[config.mk]
export PLATFORM = sky130hd
export DESIGN_NAME = tamagotchi_btn_cond
export DESIGN_NICKNAME = d
export VERILOG_FILES = /design/src/rtl/tamagotchi_btn_cond.sv
export SDC_FILE = /design/constraint.sdc
export NUM_CORES = 1
export LEC_CHECK = 0
export CAP_MARGIN = 10
export CORE_AREA = 10 10 86 88
export DETAILED_ROUTE_END_ITERATION = 16
export DIE_AREA = 0 0 96 98
export PLACE_DENSITY_LB_ADDON = 0.3
export SYNTH_ARGS = -nofsm -noshare
export SYNTH_HDL_FRONTEND = slang
export SYNTH_SLANG_ARGS = --single-unit
[constraint.sdc]
create_clock -name clk -period 3.65 [get_ports clk]
set_clock_uncertainty 0.2 [all_clocks]
set_input_delay 0.5475 -clock clk [delete_from_list [all_inputs] [get_ports clk]]
set_output_delay 0.5475 -clock clk [all_outputs]
set_load 0.01 [all_outputs]
[src/rtl/tamagotchi_btn_cond.sv]
// Button conditioner for tamagotchi_fsm: sync, debounce, edge/long-press
// detection and fixed-priority arbitration into single-cycle command pulses.
module tamagotchi_btn_cond #(
    parameter int DEBOUNCE_CYCLES = 5,
    parameter int LONG_CYCLES     = 10,
    parameter bit ACTIVE_LOW      = 1'b0
) (
    input  logic clk,
    input  logic reset,
    input  logic raw_salud,
    input  logic raw_energia,
    input  logic raw_hambre,
    input  logic raw_diversion,
    input  logic raw_reset,
    input  logic raw_test,
    output logic btn_salud,
    output logic btn_energia,
    output logic btn_hambre,
    output logic btn_diversion,
    output logic btn_reset,
    output logic btn_test,
    output logic btn_conflict
);

    localparam int NB = 6;
    localparam int DW = $clog2(DEBOUNCE_CYCLES + 1);
    localparam int LW = $clog2(LONG_CYCLES + 1);
    localparam logic [DW-1:0] DB_LAST  = DW'(DEBOUNCE_CYCLES - 1);
    localparam logic [LW-1:0] LONG_MAX = LW'(LONG_CYCLES);

    // Bit index doubles as priority rank: 0 = reset (highest) .. 5 = diversion.
    logic [NB-1:0] raw_vec;
    logic [NB-1:0] sync1;
    logic [NB-1:0] sync2;
    logic [NB-1:0] deb;
    logic [NB-1:0] deb_q;
    logic [DW-1:0] db_cnt [NB];
    logic [LW-1:0] hold_cnt [2];
    logic [1:0]    fired;
    logic [NB-1:0] cand;
    logic [NB-1:0] grant;

    assign raw_vec = {raw_diversion, raw_hambre, raw_energia,
                      raw_salud, raw_test, raw_reset} ^ {NB{ACTIVE_LOW}};

    always_ff @(posedge clk) begin
        if (reset) begin
            sync1 <= '0;
            sync2 <= '0;
            deb   <= '0;
            deb_q <= '0;
            for (int i = 0; i < NB; i++) begin
                db_cnt[i] <= '0;
            end
        end else begin
            sync1 <= raw_vec;
            sync2 <= sync1;
            deb_q <= deb;
            for (int i = 0; i < NB; i++) begin
                if (sync2[i] == deb[i]) begin
                    db_cnt[i] <= '0;
                end else if (db_cnt[i] == DB_LAST) begin
                    deb[i]    <= sync2[i];
                    db_cnt[i] <= '0;
                end else begin
                    db_cnt[i] <= db_cnt[i] + DW'(1);
                end
            end
        end
    end

    // Hold counters saturate; fired blocks repeats until release.
    always_ff @(posedge clk) begin
        if (reset) begin
            fired <= '0;
            for (int j = 0; j < 2; j++) begin
                hold_cnt[j] <= '0;
            end
        end else begin
            for (int j = 0; j < 2; j++) begin
                if (!deb[j]) begin
                    hold_cnt[j] <= '0;
                    fired[j]    <= 1'b0;
                end else begin
                    if (hold_cnt[j] != LONG_MAX) begin
                        hold_cnt[j] <= hold_cnt[j] + LW'(1);
                    end
                    if (cand[j]) begin
                        fired[j] <= 1'b1;
                    end
                end
            end
        end
    end

    always_comb begin
        cand[NB-1:2] = deb[NB-1:2] & ~deb_q[NB-1:2];
        for (int j = 0; j < 2; j++) begin
            cand[j] = (hold_cnt[j] == LONG_MAX) && !fired[j];
        end
    end

    // Lowest set bit wins.
    assign grant = cand & (~cand + NB'(1));

    always_ff @(posedge clk) begin
        if (reset) begin
            btn_reset     <= 1'b0;
            btn_test      <= 1'b0;
            btn_salud     <= 1'b0;
            btn_energia   <= 1'b0;
            btn_hambre    <= 1'b0;
            btn_diversion <= 1'b0;
            btn_conflict  <= 1'b0;
        end else begin
            btn_reset     <= grant[0];
            btn_test      <= grant[1];
            btn_salud     <= grant[2];
            btn_energia   <= grant[3];
            btn_hambre    <= grant[4];
            btn_diversion <= grant[5];
            btn_conflict  <= |(cand & ~grant);
        end
    end

endmodule

==> results of run 1 <==
## metrics by stage
stage	total power [µW]	hold WS [ns]	cell area [µm²]
5_1_grt	1358	0.2643	2962
6_report	1300	0.2353	2962
3_5_place_dp	761.5	0.2248	2769
3_3_place_gp	759.8	0.2170	2769
4_1_cts	1315	0.2397	2962
2_1_floorplan	742.3	0.2138	2535
## layer usage
metal | share of wire | vias to the layer above
met1 | 0.49 | 698
met5 | 0 | -
met4 | 0.0080 | 0
li1 | - | 825
met3 | 0.055 | 5
met2 | 0.45 | 21
## state kept, by name, summed over array words and instances (netlist names)
name / cells
db_cnt: 18
hold_cnt: 8
deb: 6
sync1: 6
sync2: 6
deb_q: 4
fired: 2
btn_conflict: 1
btn_diversion: 1
btn_energia: 1
btn_hambre: 1
btn_reset: 1
btn_salud: 1
btn_test: 1
## worst register-to-register path: stages (launching register included)
cell and delay [ns]:
edfxtp_1 0.43, inv_1 0.09, ha_1 0.22, nand2_1 0.09
o21ai_0 0.39, nor2_1 0.09
## logic make-up (layout without fill, tap and decap cells)
kind of cell             after synthesis  count (layout)  synth area share
other                                  1              18          0.001518
XOR/XNOR                              10              10           0.03545
AO/OA/AOI/OAI                         16              16           0.03797
buffers and inverters                 21              49           0.03190
adder cells (fa/ha/maj)               17              17           0.08506
multiplexers                           4               4           0.01620
AND/OR/NAND/NOR                       99              99            0.2248
flip-flops                            57              57            0.5671
## power groups by stage
stage	sequential (µW)	clock (µW)	combinational, µW
2_1_floorplan	704	0	38.5
3_3_place_gp	706	0	54.3
3_5_place_dp	707	0	54.8
4_1_cts	693	567	54.9
5_1_grt	694	600	63.5
6_report	693	553	54.5
## final timing paths
path / startpoint / to / slack, ns / cells past startpoint
setup / recovery: reset / btn_conflict / 1.51 / 5
hold / removal: sync1[3] / sync2[3] / 0.24 / 1
setup reg to reg: hold_cnt[0][0] / hold_cnt[0][2] / 1.88 / 5
hold reg to reg: sync1[3] / sync2[3] / 0.24 / 1
## layout by cell type, fill, tap and decap left out
cell / synthesis / layout
edfxtp_1: 26 / 26
dfxtp_1: 31 / 31
xor2_1: 2 / 2
mux2i_1: 4 / 4
nor3b_1: 1 / 1
inv_1: 17 / 17
nor2b_1: 19 / 19
clkbuf_16: 0 / 1
clkbuf_1: 3 / 2
nand2b_1: 3 / 3
nor4b_1: 1 / 1
clkdlybuf4s50_1: 0 / 14
nand2_4: 1 / 1
clkinv_2: 0 / 1
o21a_1: 2 / 2
nor2_1: 25 / 25
or3_4: 1 / 1
nand4bb_4: 2 / 2
o2111a_1: 1 / 1
nand2_1: 16 / 16
clkinv_1: 0 / 1
nor3_2: 1 / 1
o21ai_0: 3 / 3
clkbuf_8: 0 / 11
buf_4: 0 / 2
and3_1: 12 / 12
nor3_1: 9 / 9
nand3_1: 8 / 8
xnor2_1: 8 / 8
a21oi_1: 9 / 9
o31ai_1: 1 / 1
ha_1: 16 / 16
conb_1: 1 / 18
maj3_1: 1 / 1
## layout make-up
cell class	count	area, µm²
Fill cell	562	2784
Sequential cell	57	1401
Multi-Input combinational cell	164	1055
Clock buffer	14	183.9
Timing Repair Buffer	16	155.1
Tap cell	75	93.84
Inverter	17	63.81
Clock inverter	2	8.758
==> results.sh, run 1 <==
export IMPL_outcome="completed"
export IMPL_hold_class="reg2reg"
export IMPL_setup_viol=0
export IMPL_slew_headroom=0.5616
export IMPL_root_buffer="clkbuf_8"
export IMPL_arrival_ns=2.18
export IMPL_seq_area_frac_synth=0.5671
export IMPL_switching_share=0.2069
export IMPL_cts_hold_buf=0
export IMPL_worstPathRequired_ns=3.69
export IMPL_start_util=0.4301
export IMPL_grt_util_met2=0.1269
export IMPL_numCtsBuffers=9
export IMPL_grt_overflow_total=0
export IMPL_ys_types=29
export IMPL_fin_tns_setup_ns=0
export IMPL_grt_max_degree=21
export IMPL_rsz0062_at_grt="false"
export IMPL_dpl_worst_slack_ns=1.133
export IMPL_criticalPathCategory="in2reg"
export IMPL_dpl_cell_count=329
export IMPL_setup_ws_ns=1.510
export IMPL_leakagePower_uw=0.001205
export IMPL_crit_family="buffers and inverters"
export IMPL_grt_util_all_layers=0.08637
export IMPL_switchingPower_uw=269.0
export IMPL_portBuffers=14
export IMPL_clock_fmax_ghz=0.4673
export IMPL_drive_above_1_share=0.07407
export IMPL_cts_reportedPaths_clkPinSlew_ns=0.06
export IMPL_grt_pass1_wl_um=6396
export IMPL_postSynthAreaPerCell_um2=10.98
export IMPL_synth_seq_cells=57
export IMPL_drv_slew=0
export IMPL_synth_edf_count=26
export IMPL_cpPeakStageDelay_ns=0.75
export IMPL_grt_use_met1=0.1002
export IMPL_clockBufferDepth=2
export IMPL_antenna_found_initial=0
export IMPL_first_pass_iters=4
export IMPL_p_int_uw=1031
export IMPL_min_period_ns=2.140
export IMPL_synthFlopType="dfxtp_1"
export IMPL_p_seq_frac=0.533
export IMPL_pwr_share_comb=0.042
export IMPL_synth_largest_area_cell="edfxtp_1"
export IMPL_syn_area_um2=2471
export IMPL_row_count=28
export IMPL_cp_max_fo=20
export IMPL_powerDensity_nw_per_um2=439.0
export IMPL_crit_chain="clkdlybuf4s50_1 -> buf_4 -> nand2b_1 -> maj3_1 -> o31ai_1"
export IMPL_ios=15
export IMPL_grt_pass1_vias=1536
export IMPL_yosysWarnings=0
export IMPL_fin_crit_sh=0.5864
export IMPL_synthTopCellsByArea="edfxtp_1 32%, dfxtp_1 25%, ha_1 8.1%"
export IMPL_syn_inst=225
export IMPL_nNetsFinal=289
export IMPL_fin_cells=345
export IMPL_worst_pin_slew_ns=0.6556
export IMPL_die_w_um=96
export IMPL_finalHoldViolCount=0
export IMPL_finalWeightedCongestion=0.7364
export IMPL_grt_met3_usage=0.04977
export IMPL_fp_coreArea_um2=5746
export IMPL_cp_buffers_inverters=2
export IMPL_drv_cap=0
export IMPL_drt_initial_drc_count=22
export IMPL_wirelength_um=3647
export IMPL_wl_per_cell_um=10.57
export IMPL_htree_levels=3
export IMPL_clock_sinks=57
export IMPL_end_kind="register"
export IMPL_vias_per_cell=4.490
export IMPL_dieHeight_um=98
export IMPL_area_growth_pct=19.85
export IMPL_tritoncts="built"
export IMPL_start_kind="input pin"
export IMPL_drc=0
export IMPL_busiest_layer="met2"
export IMPL_yosys_area_top_type_share=0.3159
export IMPL_final_util=0.5155
export IMPL_synth_async_reset_ratio=0
export IMPL_vias=1549
export IMPL_synth_most_common_cell="dfxtp_1"
export IMPL_post_cts_buffers=0
export IMPL_antenna_cells=0
export IMPL_insertion_delay_ns=0.32
export IMPL_cts_resized=0
export IMPL_die_area_um2=9408
export IMPL_hpwl_um=2724
export IMPL_peakVddDrop_mv=0.2278
export IMPL_synth_common_cells="31 x dfxtp_1, 26 x edfxtp_1, 25 x nor2_1"
export IMPL_critPathSlowestCell="clkdlybuf4s50_1"
export IMPL_ant_nets=0
export IMPL_p_clk_frac=0.425
No activity file was read; power rests on OpenSTA's default activity.
==> run 2: changes to the inputs <==
==> constraint.sdc (replaced) <==
create_clock -name clk -period 2.1 [get_ports clk]
set_clock_uncertainty 0.2 [all_clocks]
set_input_delay 0.315 -clock clk [delete_from_list [all_inputs] [get_ports clk]]
set_output_delay 0.315 -clock clk [all_outputs]
set_load 0.01 [all_outputs]
==> results.sh, run 2 (synthesis results as in run 1) <==
export IMPL_rsz0062_at_grt="false"
export IMPL_clock_fmax_ghz=0.5628
export IMPL_drv_slew=0
export IMPL_finalWeightedCongestion=0.7343
export IMPL_fin_cells=346
export IMPL_setup_viol=0
export IMPL_portBuffers=14
export IMPL_grt_util_all_layers=0.08560
export IMPL_first_pass_iters=3
export IMPL_grt_overflow_total=0
export IMPL_p_seq_frac=0.564
export IMPL_cts_reportedPaths_clkPinSlew_ns=0.06
export IMPL_min_period_ns=1.777
export IMPL_dpl_instance_area_um2=2789
export IMPL_vias_per_cell=4.520
export IMPL_grt_pass1_vias=1437
export IMPL_end_kind="register"
export IMPL_drv_cap=0
export IMPL_post_cts_buffers=0
export IMPL_cts_hold_buf=0
export IMPL_worstPathRequired_ns=2.15
export IMPL_ios=15
export IMPL_powerDensity_nw_per_um2=724.1
export IMPL_die_w_um=96
export IMPL_drive_above_1_share=0.07380
export IMPL_row_count=28
export IMPL_dpl_cell_count=330
export IMPL_hold_class="reg2reg"
export IMPL_switching_share=0.2255
export IMPL_start_util=0.4301
export IMPL_area_growth_pct=19.09
export IMPL_wl_per_cell_um=10.65
export IMPL_antenna_found_initial=0
export IMPL_insertion_delay_ns=0.34
export IMPL_fin_tns_setup_ns=0
export IMPL_antenna_cells=0
export IMPL_criticalPathCategory="reg2reg"
export IMPL_wirelength_um=3684
export IMPL_dieHeight_um=98
export IMPL_holdPathStages=1
export IMPL_p_int_uw=1650
export IMPL_regMostFlops="db_cnt"
export IMPL_cts_resized=0
export IMPL_pwr_share_comb=0.047
export IMPL_p_clk_frac=0.388
export IMPL_final_cell_mix="31 x dfxtp_1, 26 x edfxtp_1, 25 x nor2_1"
export IMPL_peakVddDrop_mv=0.3845
export IMPL_start_kind="register"
export IMPL_hpwl_um=2698
export IMPL_switchingPower_uw=480.6
export IMPL_fin_crit_sh=0.8460
export IMPL_reg_top3="db_cnt x18, hold_cnt x8"
export IMPL_ant_nets=0
export IMPL_clock_sinks=57
export IMPL_die_area_um2=9408
export IMPL_largest_register_ffs=18
export IMPL_arrival_ns=1.83
export IMPL_final_common_cell="dfxtp_1"
export IMPL_grt_pass1_wl_um=6216
export IMPL_vias=1564
export IMPL_root_buffer="clkbuf_8"
export IMPL_final_area_um2=2943
export IMPL_finalHoldViolCount=0
export IMPL_leakagePower_uw=0.001197
export IMPL_outcome="completed"
export IMPL_htree_levels=3
export IMPL_cp_max_fo=5
export IMPL_r2r_cells=6
export IMPL_drc=0
export IMPL_tritoncts="built"
export IMPL_grt_max_degree=20
export IMPL_clockBufferDepth=2
export IMPL_fp_coreArea_um2=5746
export IMPL_drt_initial_drc_count=38
export IMPL_nNetsFinal=290
export IMPL_numCtsBuffers=9
## run 2: power by group through the flow
stage	registers (µW)	clock network (µW)	logic (µW)
after floorplan	1220	0	66.9
after global placement	1230	0	99.5
after detailed placement	1230	0	102
after CTS	1200	857	102
after global routing	1210	901	118
final	1200	827	101
## run 2: final timing paths
check / from / slack, ns / to
max reg2reg: hold_cnt[0][0] / 0.32 / btn_conflict
min reg2reg: sync1[1] / 0.24 / sync2[1]
max: hold_cnt[0][0] / 0.32 / btn_conflict
min: sync1[1] / 0.24 / sync2[1]
## run 2: critical path: stages (launching register included)
cell and delay, ns:
edfxtp_1 0.43, inv_1 0.08, ha_1 0.22, nand4bb_4 0.17, o2111a_1 0.17, maj3_1 0.34, o31ai_1 0.07
## run 2: cell type report
| cell class | instances | area (µm²) |
|---|---|---|
| inverters | 17 | 63.81 |
| repair buffers | 17 | 175.2 |
| well taps | 75 | 93.84 |
| clock buffers | 11 | 131.4 |
| flip-flops and latches | 57 | 1401 |
| clock inverters | 5 | 22.52 |
| fillers | 544 | 2803 |
| multi-input cells | 164 | 1055 |
## run 2: layer usage
metal  wire length (µm)  vias up  GRT usage
met5                  0        -          0
met4                 83        0    0.05448
met3                219        8    0.04211
met2               1577       20     0.1196
met1               1803      713     0.1011
li1                   -      823          -
## run 2: per-stage QoR
| stage | util | power (µW) | hold slack, ns | setup slack, ns |
|---|---|---|---|---|
| after floorplan | - | 1290 | 0.1984 | 0.4422 |
| after global placement | 0.4854 | 1326 | 0.2189 | 0.2110 |
| after detailed placement | 0.4854 | 1329 | 0.2234 | 0.1895 |
| after CTS | 0.5122 | 2163 | 0.2383 | 0.3008 |
| after global routing | 0.5122 | 2225 | 0.2513 | 0.1464 |
| final | 0.5122 | 2131 | 0.2366 | 0.3233 |
==> run 3: changes to the inputs <==
==> constraint.sdc (replaced) <==
create_clock -name clk -period 1.6 [get_ports clk]
set_clock_uncertainty 0.2 [all_clocks]
set_input_delay 0.24 -clock clk [delete_from_list [all_inputs] [get_ports clk]]
set_output_delay 0.24 -clock clk [all_outputs]
set_load 0.01 [all_outputs]
==> results.sh, run 3 (synthesis results as in run 1) <==
export IMPL_arrival_ns=1.68
export IMPL_first_pass_iters=3
export IMPL_dieHeight_um=98
export IMPL_htree_levels=3
export IMPL_insertion_delay_ns=0.33
export IMPL_setup_ws_ns=-0.02530
export IMPL_cp_buffers_inverters=1
export IMPL_area_growth_pct=26.94
export IMPL_finalWeightedCongestion=0.7302
export IMPL_tritoncts="built"
export IMPL_peakVddDrop_mv=0.5182
export IMPL_failed_checks="negative setup slack"
export IMPL_drc=0
export IMPL_clock_fmax_ghz=0.6153
export IMPL_drt_initial_drc_count=44
export IMPL_grt_pass1_vias=1675
export IMPL_crit_chain="inv_1 -> ha_2 -> nand4bb_4 -> o2111a_1 -> maj3_2 -> o31ai_1"
export IMPL_grt_overflow_total=0
export IMPL_final_common_cell="dfxtp_1"
export IMPL_grt_util_all_layers=0.09559
export IMPL_vias_per_cell=4.466
export IMPL_cts_reportedPaths_clkPinSlew_ns=0.07
export IMPL_antenna_cells=0
export IMPL_clockBufferDepth=2
export IMPL_powerDensity_nw_per_um2=961.9
export IMPL_start_kind="register"
export IMPL_outcome="finished with violations"
export IMPL_cpPeakStageDelay_ns=0.38
export IMPL_largest_register_ffs=18
export IMPL_grt_max_degree=11
export IMPL_rsz0062_at_grt="true"
export IMPL_finalHoldViolCount=0
export IMPL_nNetsFinal=309
export IMPL_vias=1630
export IMPL_drive_above_1_share=0.1690
export IMPL_root_buffer="clkbuf_8"
export IMPL_criticalPathCategory="reg2reg"
export IMPL_power_uw=3017
export IMPL_min_period_ns=1.625
export IMPL_reg_top3="db_cnt x18, hold_cnt x8"
export IMPL_fin_crit_sh=1.016
export IMPL_critPathSlowestCell="edfxtp_1"
export IMPL_hpwl_um=2925
export IMPL_crit_family="adder cells"
export IMPL_n_fill_cell=536
export IMPL_die_w_um=96
export IMPL_dpl_worst_slack_ns=-0.1460
export IMPL_grt_pass1_wl_um=7148
export IMPL_drv_slew=0
export IMPL_clock_sinks=57
export IMPL_ant_nets=0
export IMPL_setup_viol=1
export IMPL_worstPathRequired_ns=1.65
export IMPL_antenna_found_initial=0
export IMPL_cp_max_fo=4
export IMPL_fp_coreArea_um2=5746
export IMPL_numCtsBuffers=9
export IMPL_ios=15
export IMPL_leakagePower_uw=0.001334
export IMPL_regMostFlops="db_cnt"
export IMPL_final_cell_mix="31 x dfxtp_1, 26 x edfxtp_1, 24 x nor2_1"
export IMPL_wl_per_cell_um=10.89
export IMPL_drv_cap=0
export IMPL_hold_class="reg2reg"
export IMPL_end_kind="register"
export IMPL_row_count=28
export IMPL_portBuffers=14
export IMPL_start_util=0.4301
export IMPL_wirelength_um=3974
export IMPL_die_area_um2=9408
## run 3: timing repair
| action | CTS | global route |
|---|---|---|
| endpoints found under the hold margin | 0 | 0 |
| hold buffers | 0 | 0 |
| pin swaps | 2 | 1 |
| setup buffers | 2 | 2 |
| resized for setup | 11 | 6 |
| setup endpoints to repair | 17 | 16 |
## run 3: layout make-up
type	instances	area [µm²]	share of cell area
clock buffer	12	145.1	0.04627
clock inverter	4	43.79	0.01396
inverter	17	63.81	0.02034
multi-input combinational	164	1092	0.3482
sequential	57	1401	0.4467
tap	75	93.84	0.02992
timing repair buffer	36	296.5	0.09454
## run 3: power breakdown
part	internal, µW	switching [µW]	leakage (µW)
Combinational	70.8	69.7	0.000699
Sequential	1560	21.5	0.000537
Clock	752	546	0.0000978
Total	2380	637	0.00133
## run 3: worst paths after layout
path                                endpoint  depth (start not counted)  slack [ns]      startpoint
worst max-delay path            btn_conflict                          6       -0.03  hold_cnt[1][0]
worst min-delay path                sync2[5]                          1        0.24        sync1[5]
worst max register to register  btn_conflict                          6       -0.03  hold_cnt[1][0]
worst min register to register      sync2[5]                          1        0.24        sync1[5]
## run 3: metrics by stage
| step | hold WS, ns | instances | area [µm²] | TNS (ns) | utilization |
|---|---|---|---|---|---|
| 2_1_floorplan | 0.1234 | 242 | 2541 | 0 | - |
| 3_3_place_gp | 0.2162 | 345 | 2895 | -2.580 | 0.5039 |
| 3_5_place_dp | 0.2278 | 345 | 2895 | -2.994 | 0.5039 |
| 4_1_cts | 0.2417 | 363 | 3100 | -0.04386 | 0.5396 |
| 5_1_grt | 0.2564 | 365 | 3137 | -0.1933 | 0.5459 |
| 6_report | 0.2389 | 365 | 3137 | -0.02530 | 0.5459 |
## run 3: routing by layer
layer	vias up	track usage	share of wire
met5	-	0	0
met1	733	0.1138	0.48
met2	21	0.1398	0.45
met4	0	0.06810	0.029
met3	11	0.03139	0.046
li1	865	-	-
